<file path="config.mk">
export PLATFORM = sky130hd
export DESIGN_NAME = ysyx_23060096_rf_writeback
export DESIGN_NICKNAME = d
export VERILOG_FILES = /design/src/rtl/ysyx_23060096_rf_writeback.sv
export SDC_FILE = /design/constraint.sdc
export NUM_CORES = 1
export LEC_CHECK = 0
export BUFFER_PORTS_ARGS = -buffer_cell sky130_fd_sc_hd__buf_4
export CAP_MARGIN = 5
export CORE_UTILIZATION = 54
export DETAILED_ROUTE_END_ITERATION = 16
export PLACE_DENSITY = 0.84
export SLEW_MARGIN = 20
export SYNTH_ARGS = -nofsm -noshare
export SYNTH_HDL_FRONTEND = slang
export SYNTH_SLANG_ARGS = --single-unit
</file>
<file path="constraint.sdc">
create_clock -name clk -period 4.25 [get_ports clk]
set_input_delay 0.425 -clock clk [delete_from_list [all_inputs] [get_ports clk]]
set_output_delay 0.425 -clock clk [all_outputs]
set_load 0.005 [all_outputs]
</file>
<file path="src/rtl/ysyx_23060096_rf_writeback.sv">
// Register-file write-port merger: ALU results plus buffered LSU load results drive
// one registered write port. x0 writes are suppressed and in-flight destinations are exported.
module ysyx_23060096_rf_writeback #(
    parameter int ADDR_WIDTH   = 5,
    parameter int DATA_WIDTH   = 32,
    parameter int FIFO_DEPTH   = 2,
    parameter int STARVE_LIMIT = 4
) (
    input  logic                         clk,
    input  logic                         rstn,
    input  logic                         alu_valid,
    output logic                         alu_ready,
    input  logic [ADDR_WIDTH-1:0]        alu_rd,
    input  logic [DATA_WIDTH-1:0]        alu_data,
    input  logic                         lsu_valid,
    output logic                         lsu_ready,
    input  logic [ADDR_WIDTH-1:0]        lsu_rd,
    input  logic [DATA_WIDTH-1:0]        lsu_data,
    output logic                         w_en,
    output logic [ADDR_WIDTH-1:0]        waddr,
    output logic [DATA_WIDTH-1:0]        wdata,
    output logic [(1<<ADDR_WIDTH)-1:0]   pend_mask
);

    localparam int IDX_W = $clog2(FIFO_DEPTH);
    localparam int PTR_W = IDX_W + 1;
    localparam int CNT_W = $clog2(STARVE_LIMIT + 1);

    logic [ADDR_WIDTH-1:0] fifo_rd   [FIFO_DEPTH];
    logic [DATA_WIDTH-1:0] fifo_data [FIFO_DEPTH];
    logic [PTR_W-1:0]      wr_ptr, rd_ptr, occupancy;
    logic [IDX_W-1:0]      wr_idx, rd_idx;
    logic [CNT_W-1:0]      starve_cnt;
    logic                  empty, full, force_drain;
    logic                  alu_win, pop, push, win_valid;
    logic [ADDR_WIDTH-1:0] win_rd;
    logic [DATA_WIDTH-1:0] win_data;

    // Handshakes: a beat transfers on a cycle where valid && ready; the producer
    // keeps valid and payload stable until that cycle. Ready never looks at valid.
    assign wr_idx      = wr_ptr[IDX_W-1:0];
    assign rd_idx      = rd_ptr[IDX_W-1:0];
    assign empty       = (wr_ptr == rd_ptr);
    assign full        = (wr_idx == rd_idx) && (wr_ptr[IDX_W] != rd_ptr[IDX_W]);
    assign occupancy   = wr_ptr - rd_ptr;
    assign force_drain = (starve_cnt >= CNT_W'(STARVE_LIMIT)) && !empty;

    assign alu_ready = !force_drain;
    assign lsu_ready = !full;
    assign alu_win   = alu_valid && alu_ready;
    assign pop       = !alu_win && !empty;
    assign push      = lsu_valid && lsu_ready;
    assign win_valid = alu_win || pop;

    always_comb begin
        win_rd   = alu_rd;
        win_data = alu_data;
        if (!alu_win) begin
            win_rd   = fifo_rd[rd_idx];
            win_data = fifo_data[rd_idx];
        end
    end

    always_ff @(posedge clk) begin
        if (push) begin
            fifo_rd[wr_idx]   <= lsu_rd;
            fifo_data[wr_idx] <= lsu_data;
        end
    end

    always_ff @(posedge clk or negedge rstn) begin
        if (!rstn) begin
            wr_ptr     <= '0;
            rd_ptr     <= '0;
            starve_cnt <= '0;
            w_en       <= 1'b0;
            waddr      <= '0;
            wdata      <= '0;
        end else begin
            if (push)
                wr_ptr <= wr_ptr + PTR_W'(1);
            if (pop)
                rd_ptr <= rd_ptr + PTR_W'(1);

            // Counts cycles the head waits behind the ALU; saturates at the limit.
            if (empty || pop)
                starve_cnt <= '0;
            else if (starve_cnt < CNT_W'(STARVE_LIMIT))
                starve_cnt <= starve_cnt + CNT_W'(1);

            if (win_valid) begin
                waddr <= win_rd;
                wdata <= win_data;
                w_en  <= (win_rd != '0);
            end else begin
                w_en  <= 1'b0;
            end
        end
    end

    // Destinations still owed to the register file: queued loads plus the output stage.
    always_comb begin
        pend_mask = '0;
        for (int i = 0; i < FIFO_DEPTH; i++) begin
            if (PTR_W'(i) < occupancy)
                pend_mask[fifo_rd[rd_idx + IDX_W'(i)]] = 1'b1;
        end
        if (w_en)
            pend_mask[waddr] = 1'b1;
        pend_mask[0] = 1'b0;
    end

endmodule

</file>
==> out/metrics.csv, run 1 <==
metric,value,unit
maximum number of pins on one net before global-route repair,73,
"Net Count, Synth",670,
P per Cell Area,801,nW/um^2
reg2reg setup slack,1.34,ns
routed metal-1 wire length,7.09,mm
Max Fclk,0.311,GHz
first-pass GRT wire length,28.0,mm
async set-reset flop share out of synthesis,37.8,%
Final WS setup,1.03,ns
Post-Route WL,17.6,mm
Comb pwr share,46.2,%
largest area contributor in the netlist,edfxtp_1,
Max Transition Viols Final,0,
clk_lat worst skew,0.42,ns
Syn Area/Cell,10.8,um^2
max_cap viols,0,
Yosys reg bits,119,
buffer depth of the longest clock path,2,
Worst Hold Class,primary input to asynchronous set/reset pin,
uppermost routed layer,met4,
H-tree lvl count,4,
area of the die,12200,um^2
DR WL/cell,20.4,um
Min Hold Slack,0.0385,ns
Clock transition at path regs,0.05,ns
CTS tree,yes,
First DRT Iteration DRCs,512,
DRC violations left,0,
Tcrit/Tclk final,75.7,%
clock sink total,119,
leak pwr,0.00310,uW
Post-synth top cells,"edfxtp_1, nand2_1, dfrtp_1",
"Top FF cell, synth",edfxtp_1,
dpl hpwl,11.1,mm
clk_skew,0.0149,ns
fin crit period,3.22,ns
Avg Vias per Cell,6.30,
final setup violation count,0,
pre-CTS setup slack,1.42,ns
chip width,111,um
total power after layout,6470,uW
# Post-CTS Setup Buffers,0,
synth top area cells,"edfxtp_1, dfrtp_1, mux2i_1",
GRT overflow,0,
Detail Route Antenna Nets,0,
P&R area growth vs syn,26.8,%
Yosys cell types,57,
Syn Inst Count,590,
Placer Congestion,0.928,
crit path kind,register to primary output,
Post-synth EDFFs,74,
FP Rows,39,
vias in the first global route,5317,
post-cts repair resize count,0,
num ports,150,
First-pass DRT Iterations,6,
metal3 WL,1.45,mm
Core ar.,11500,um^2
metal2 WL,8.64,mm
Worst Setup Start Kind,register,
final setup TNS,0,ns
status,"complete, no violations",
I/O Buffers,148,
Synth top area share,34.9,%
Slew HR,32.9,%
# nets final,789,
Final Hold Vio Count,0,
Worst Path Required,3.83,ns
most frequent cell after synthesis,edfxtp_1,
Starting Density,55.6,%
worst setup path startpoint,rd_ptr[0],
Critical Path End Type,primary output,
Flop pwr share,31.5,%
worst path arrival time,2.79,ns
Root Driver,clkbuf_16,
Post-Syn Area,6370,um^2
initial antenna violation count,0,
CP max FO,49,
Vias,5450,
sw power,2650,uW
CTS Hold Buffers Added,0,
Int Power,3820,uW
Peak VDD IR,0.486,mV
clock share of power,22.3,%
total CTS buffers,17,
register area share after synthesis,52.6,%
Die Y,111,um
RR Startpoint,rd_ptr[0],
ANT cells,0,
layout cells sized above 1,28.9,%
switching power share of the total,40.9,%
YS warnings,0,
Worst-Margin Slew,1.01,ns
GRT Util Overall,29.3,%
RSZ-0062 raised after global routing,no,
worst paths after layout:
| kind | endpoint | depth (start not counted) |
|---|---|---|
| worst max-delay path | pend_mask[14] | 6 |
| worst min-delay path | wdata[21] | 1 |
| worst max register to register | wdata[0] | 5 |
| worst min register to register | starve_cnt[0] | 1 |
| max in group asynchronous | rd_ptr[0] | 1 |
| min in group clk | fifo_data[1][2] | 1 |
cells in the final DEF (no fill, tap or decap), types with 5 or more instances in the layout:
cell type / count
nand2_1: 68
nor3b_1: 42
nor3_1: 14
buf_4: 153
edfxtp_1: 74
or3_1: 33
o21ai_0: 34
o221ai_1: 8
a211oi_1: 30
a21oi_1: 39
clkbuf_16: 17
dfrtp_1: 44
mux2i_1: 36
nand3_1: 5
nand3b_1: 5
o211ai_1: 23
a31oi_1: 5
nor2_1: 8
critical path: stages (launching register included):
cell	delay, ns
dfrtp_2	0.54
buf_4	0.40
or3b_2	0.55
a22oi_1	0.49
nand2_1	0.11
o211ai_1	0.14
buf_4	0.15
flip-flops by register name, summed over array words and instances (netlist names):
signal and cells:
waddr 5, rd_ptr 2, wr_ptr 2, wdata 32, w_en 1, fifo_rd 10, fifo_data 64, starve_cnt 3
logic make-up (layout without fill, tap and decap cells):
logic type	after synthesis	after routing	synth area share, %
compound gates	163	163	17.4
xor+xnor	8	8	1.57
fa+ha+maj	2	2	0.393
buf+inv	58	190	4.16
flops	119	119	52.6
mux	39	39	6.19
other cells	1	1	0.0589
simple gates	200	200	17.7
metal layers:
metal / GRT usage (%) / vias up
li1: - / 2480
met1: 37.4 / 2618
met2: 46.8 / 313
met3: 8.23 / 39
met4: 12.4 / 0
met5: 0 / -
area by class of cell:
type / instances / area [um^2]
fill: 832 / 3390
clock inverter: 13 / 154
tap: 143 / 179
timing repair buffer: 153 / 1150
multi-input combinational: 413 / 2790
clock buffer: 19 / 443
sequential: 119 / 3350
inverter: 5 / 18.8
power by group through the flow:
stage / logic (uW) / clock network [uW] / registers (uW)
after global routing: 3240 / 1500 / 2090
after floorplan: 2010 / 0 / 1900
after CTS: 2980 / 1450 / 2030
after detailed placement: 2920 / 0 / 2040
final: 2990 / 1440 / 2040
after global placement: 2830 / 0 / 2010
metrics by stage:
| step | area [um^2] | util (%) | cells |
|---|---|---|---|
| 4_1_cts | 8080 | 70.4 | 865 |
| 5_1_grt | 8080 | 70.4 | 865 |
| 3_5_place_dp | 7480 | 65.2 | 833 |
| 6_report | 8080 | 70.4 | 865 |
| 3_3_place_gp | 7480 | 65.2 | 833 |
| 2_1_floorplan | 6370 | - | 590 |
(Power assumes the default switching activity.)
==> run 2: changes to the inputs <==
--- a/config.mk
+++ b/config.mk
@@ -5,9 +5,10 @@
 export SDC_FILE = /design/constraint.sdc
 export NUM_CORES = 1
 export LEC_CHECK = 0
+export ABC_AREA = 1
 export BUFFER_PORTS_ARGS = -buffer_cell sky130_fd_sc_hd__buf_4
 export CAP_MARGIN = 5
-export CORE_UTILIZATION = 54
+export CORE_UTILIZATION = 53
 export DETAILED_ROUTE_END_ITERATION = 16
 export PLACE_DENSITY = 0.84
 export SLEW_MARGIN = 20
==> constraint.sdc (replaced) <==
create_clock -name clk -period 3.33 [get_ports clk]
set_input_delay 0.333 -clock clk [delete_from_list [all_inputs] [get_ports clk]]
set_output_delay 0.333 -clock clk [all_outputs]
set_load 0.005 [all_outputs]
==> run 2 against run 1 <==
Effect of this change: design area fell by 1.8%; wire length increased by 1.9%; die area decreased by 8.6%; core utilization up 6.1 points; largest cell class unchanged; largest power group unchanged.
==> out/metrics.csv, run 2 <==
metric,value,unit,change
final setup TNS,0,ns,unchanged
# nets final,850,,+7.7%
hold_sp,alu_data[1],,
vias in the first global route,5273,,-0.83%
P&R area growth vs syn,39.1,%,
CP max FO,41,,-16%
Worst Setup Start Kind,register,,
GRT overflow,0,,unchanged
ANT cells,0,,unchanged
Core ar.,10400,um^2,-9.6%
Critical Path End Type,primary output,,
chip width,106,um,-4.4%
# Post-CTS Setup Buffers,0,,unchanged
Clock transition at path regs,0.06,ns,about the same
hold-critical path depth,3,,
max reg flops,64,,unchanged
Worst path max stage delay,0.51,ns,-0.04 ns
clk_skew,0.0113,ns,-0.00365 ns
Worst-Margin Slew,1.03,ns,+0.0259 ns
Hold Path Sink,wdata[1],,
post-cts repair resize count,0,,unchanged
critical-path cell list,"inv_4, or2_1, o21ai_1, inv_1, nand2_1, nor2_1, nand2_1, nand3_1, buf_4",,
Worst Path Required,3.00,ns,-0.83 ns
Largest regs,"fifo_data (64), wdata (32), fifo_rd (10)",,
total CTS buffers,17,,unchanged
CTS tree,yes,,
maximum number of pins on one net before global-route repair,46,,-37%
clk_lat worst skew,0.52,ns,+0.10 ns
Detail Route Antenna Nets,0,,unchanged
Syn Area/Cell,9.77,um^2,-9.5%
Max Fclk,0.333,GHz,
"delay-heaviest family, CP",simple AND/OR/NAND/NOR gates,,
first-pass GRT wire length,27.8,mm,-0.96%
"commonest non-fill, non-tap cell in the layout",nand2_1,,
clock sink total,119,,unchanged
Yosys cell types,33,,-42%
num ports,150,,unchanged
reg2reg setup slack,0.92,ns,-0.42 ns
"Net Count, Synth",664,,-0.90%
register area share after synthesis,58.7,%,+6.1 points
Starting Density,55.0,%,-0.55 points
DRC violations left,0,,unchanged
most frequent CP cell,nand2_1,,
Max Transition Viols Final,0,,unchanged
Yosys reg bits,119,,unchanged
Tcrit/Tclk final,90.2,%,
Fillers,661,,-21%
Worst Hold Class,primary input to register,,
layout cells sized above 1,32.4,%,+3.5 points
Avg Vias per Cell,5.80,,-7.9%
Die Y,106,um,-4.4%
"Most flops, register",fifo_data,,
synth top area cells,"edfxtp_1, dfrtp_1, nand2_1",,
FP Rows,37,,-5.1%
async set-reset flop share out of synthesis,37.8,%,unchanged
"Top FF cell, synth",edfxtp_1,,
Syn Inst Count,584,,-1.0%
P per Cell Area,981,nW/um^2,+22%
max_cap viols,0,,unchanged
Peak VDD IR,0.636,mV,+31%
most frequent cell after synthesis,nand2_1,,
Post-Route WL,18.0,mm,+1.9%
I/O Buffers,148,,unchanged
YS warnings,0,,unchanged
largest area contributor in the netlist,edfxtp_1,,
leak pwr,0.00343,uW,+11%
Post-synth top cells,"nand2_1, edfxtp_1, nand3_1",,
Vias,5331,,-2.2%
DR WL/cell,19.6,um,-4.1%
crit path kind,register to primary output,,
Slew HR,31.1,%,-1.9 points
Critical R2R Capture,w_en,,
status,"complete, no violations",,
final setup violation count,0,,unchanged
dpl hpwl,10.7,mm,-4.4%
worst reg2reg path depth,11,,+6
RSZ-0062 raised after global routing,no,,
total power after layout,7790,uW,+20%
slowest CP cell,nor2_1,,
Final Hold Vio Count,0,,unchanged
CTS Hold Buffers Added,36,,+36
H-tree lvl count,4,,unchanged
RR Startpoint,wr_ptr[0],,
First-pass DRT Iterations,5,,-1
GRT Util Overall,33.4,%,+4.1 points
Post-synth EDFFs,74,,unchanged
Synth top area share,39.0,%,+4.1 points
fin crit period,3.00,ns,
Root Driver,clkbuf_8,,
most frequent cells in the layout,"nand2_1, buf_4, edfxtp_1",,
buffer depth of the longest clock path,2,,unchanged
Placer Congestion,0.985,,+6.1%
Post-Syn Area,5700,um^2,-10%
First DRT Iteration DRCs,483,,-5.7%
crit path buf inv count,3,,+1
worst path arrival time,2.67,ns,-0.12 ns
initial antenna violation count,0,,unchanged
area of the die,11200,um^2,-8.6%
-- run 2: per-stage QoR --
| stage | area (um^2) | utilization, % | instances | worst slack, ns | hold slack (ns) |
|---|---|---|---|---|---|
| 2_1_floorplan | 5700 | - | 584 | 0.291 | 0.0374 |
| 3_3_place_gp | 6940 | 66.9 | 849 | 0.934 | 0.366 |
| 3_5_place_dp | 6940 | 66.9 | 849 | 0.825 | 0.384 |
| 4_1_cts | 7920 | 76.3 | 917 | 0.363 | 0.00323 |
| 5_1_grt | 7940 | 76.5 | 919 | 0.152 | 0.0115 |
| 6_report | 7940 | 76.5 | 919 | 0.328 | 0.0293 |
-- run 2: cell families after synthesis --
group / count (synthesis) / share of synthesized area, %
buffers and inverters: 52 / 3.99
AOI/OAI and AO/OA: 51 / 6.98
and+or+nand+nor: 356 / 29.0
adders and majority gates: 2 / 0.439
xor gates and xnor gates: 3 / 0.790
other: 1 / 0.0657
DFF: 119 / 58.7
-- run 2: power breakdown --
group / leakage (uW) / internal [uW] / switching (uW)
Clock: 0.000290 / 1220 / 698
Sequential: 0.00122 / 2160 / 340
Combinational: 0.00192 / 1280 / 2090
Total: 0.00343 / 4660 / 3130
-- run 2: cell type report --
| class | count | area [um^2] | area share [%] |
|---|---|---|---|
| Clock buffer | 18 | 418 | 5.27 |
| Multi-Input combinational cell | 413 | 2150 | 27.1 |
| Sequential cell | 119 | 3350 | 42.2 |
| Tap cell | 136 | 170 | 2.14 |
| Timing Repair Buffer | 191 | 1540 | 19.4 |
| Clock inverter | 14 | 199 | 2.51 |
| Inverter | 28 | 108 | 1.36 |
-- run 2: worst max path at each step --
stage,startpoint,to,cells after the start
4_1_cts,rd_ptr[0],pend_mask[27],9
3_5_place_dp,wr_ptr[0],starve_cnt[1],8
2_1_floorplan,wr_ptr[0],fifo_data[1][0],5
3_3_place_gp,rd_ptr[0],pend_mask[25],9
5_1_grt,rd_ptr[0],pend_mask[1],9
6_report,rd_ptr[0],pend_mask[1],9
-- run 2: layer usage --
| metal | vias to the layer above | wire (um) | track usage (%) |
|---|---|---|---|
| met4 | 0 | 458 | 12.8 |
| met5 | - | 0 | 0 |
| li1 | 2382 | - | - |
| met3 | 39 | 1470 | 7.11 |
| met1 | 2565 | 6760 | 40.2 |
| met2 | 345 | 9280 | 58.5 |
-- run 2: worst reg2reg max path, cell delays in order, from the launching register on --
cell	delay, ns
dfrtp_1	0.41
inv_1	0.12
ha_1	0.37
nand3_2	0.15
nand2_2	0.11
nand2_2	0.10
buf_4	0.41
nand2_1	0.18
o21ai_0	0.14
nand2_1	0.10
nor2_1	0.11
nor2_1	0.05
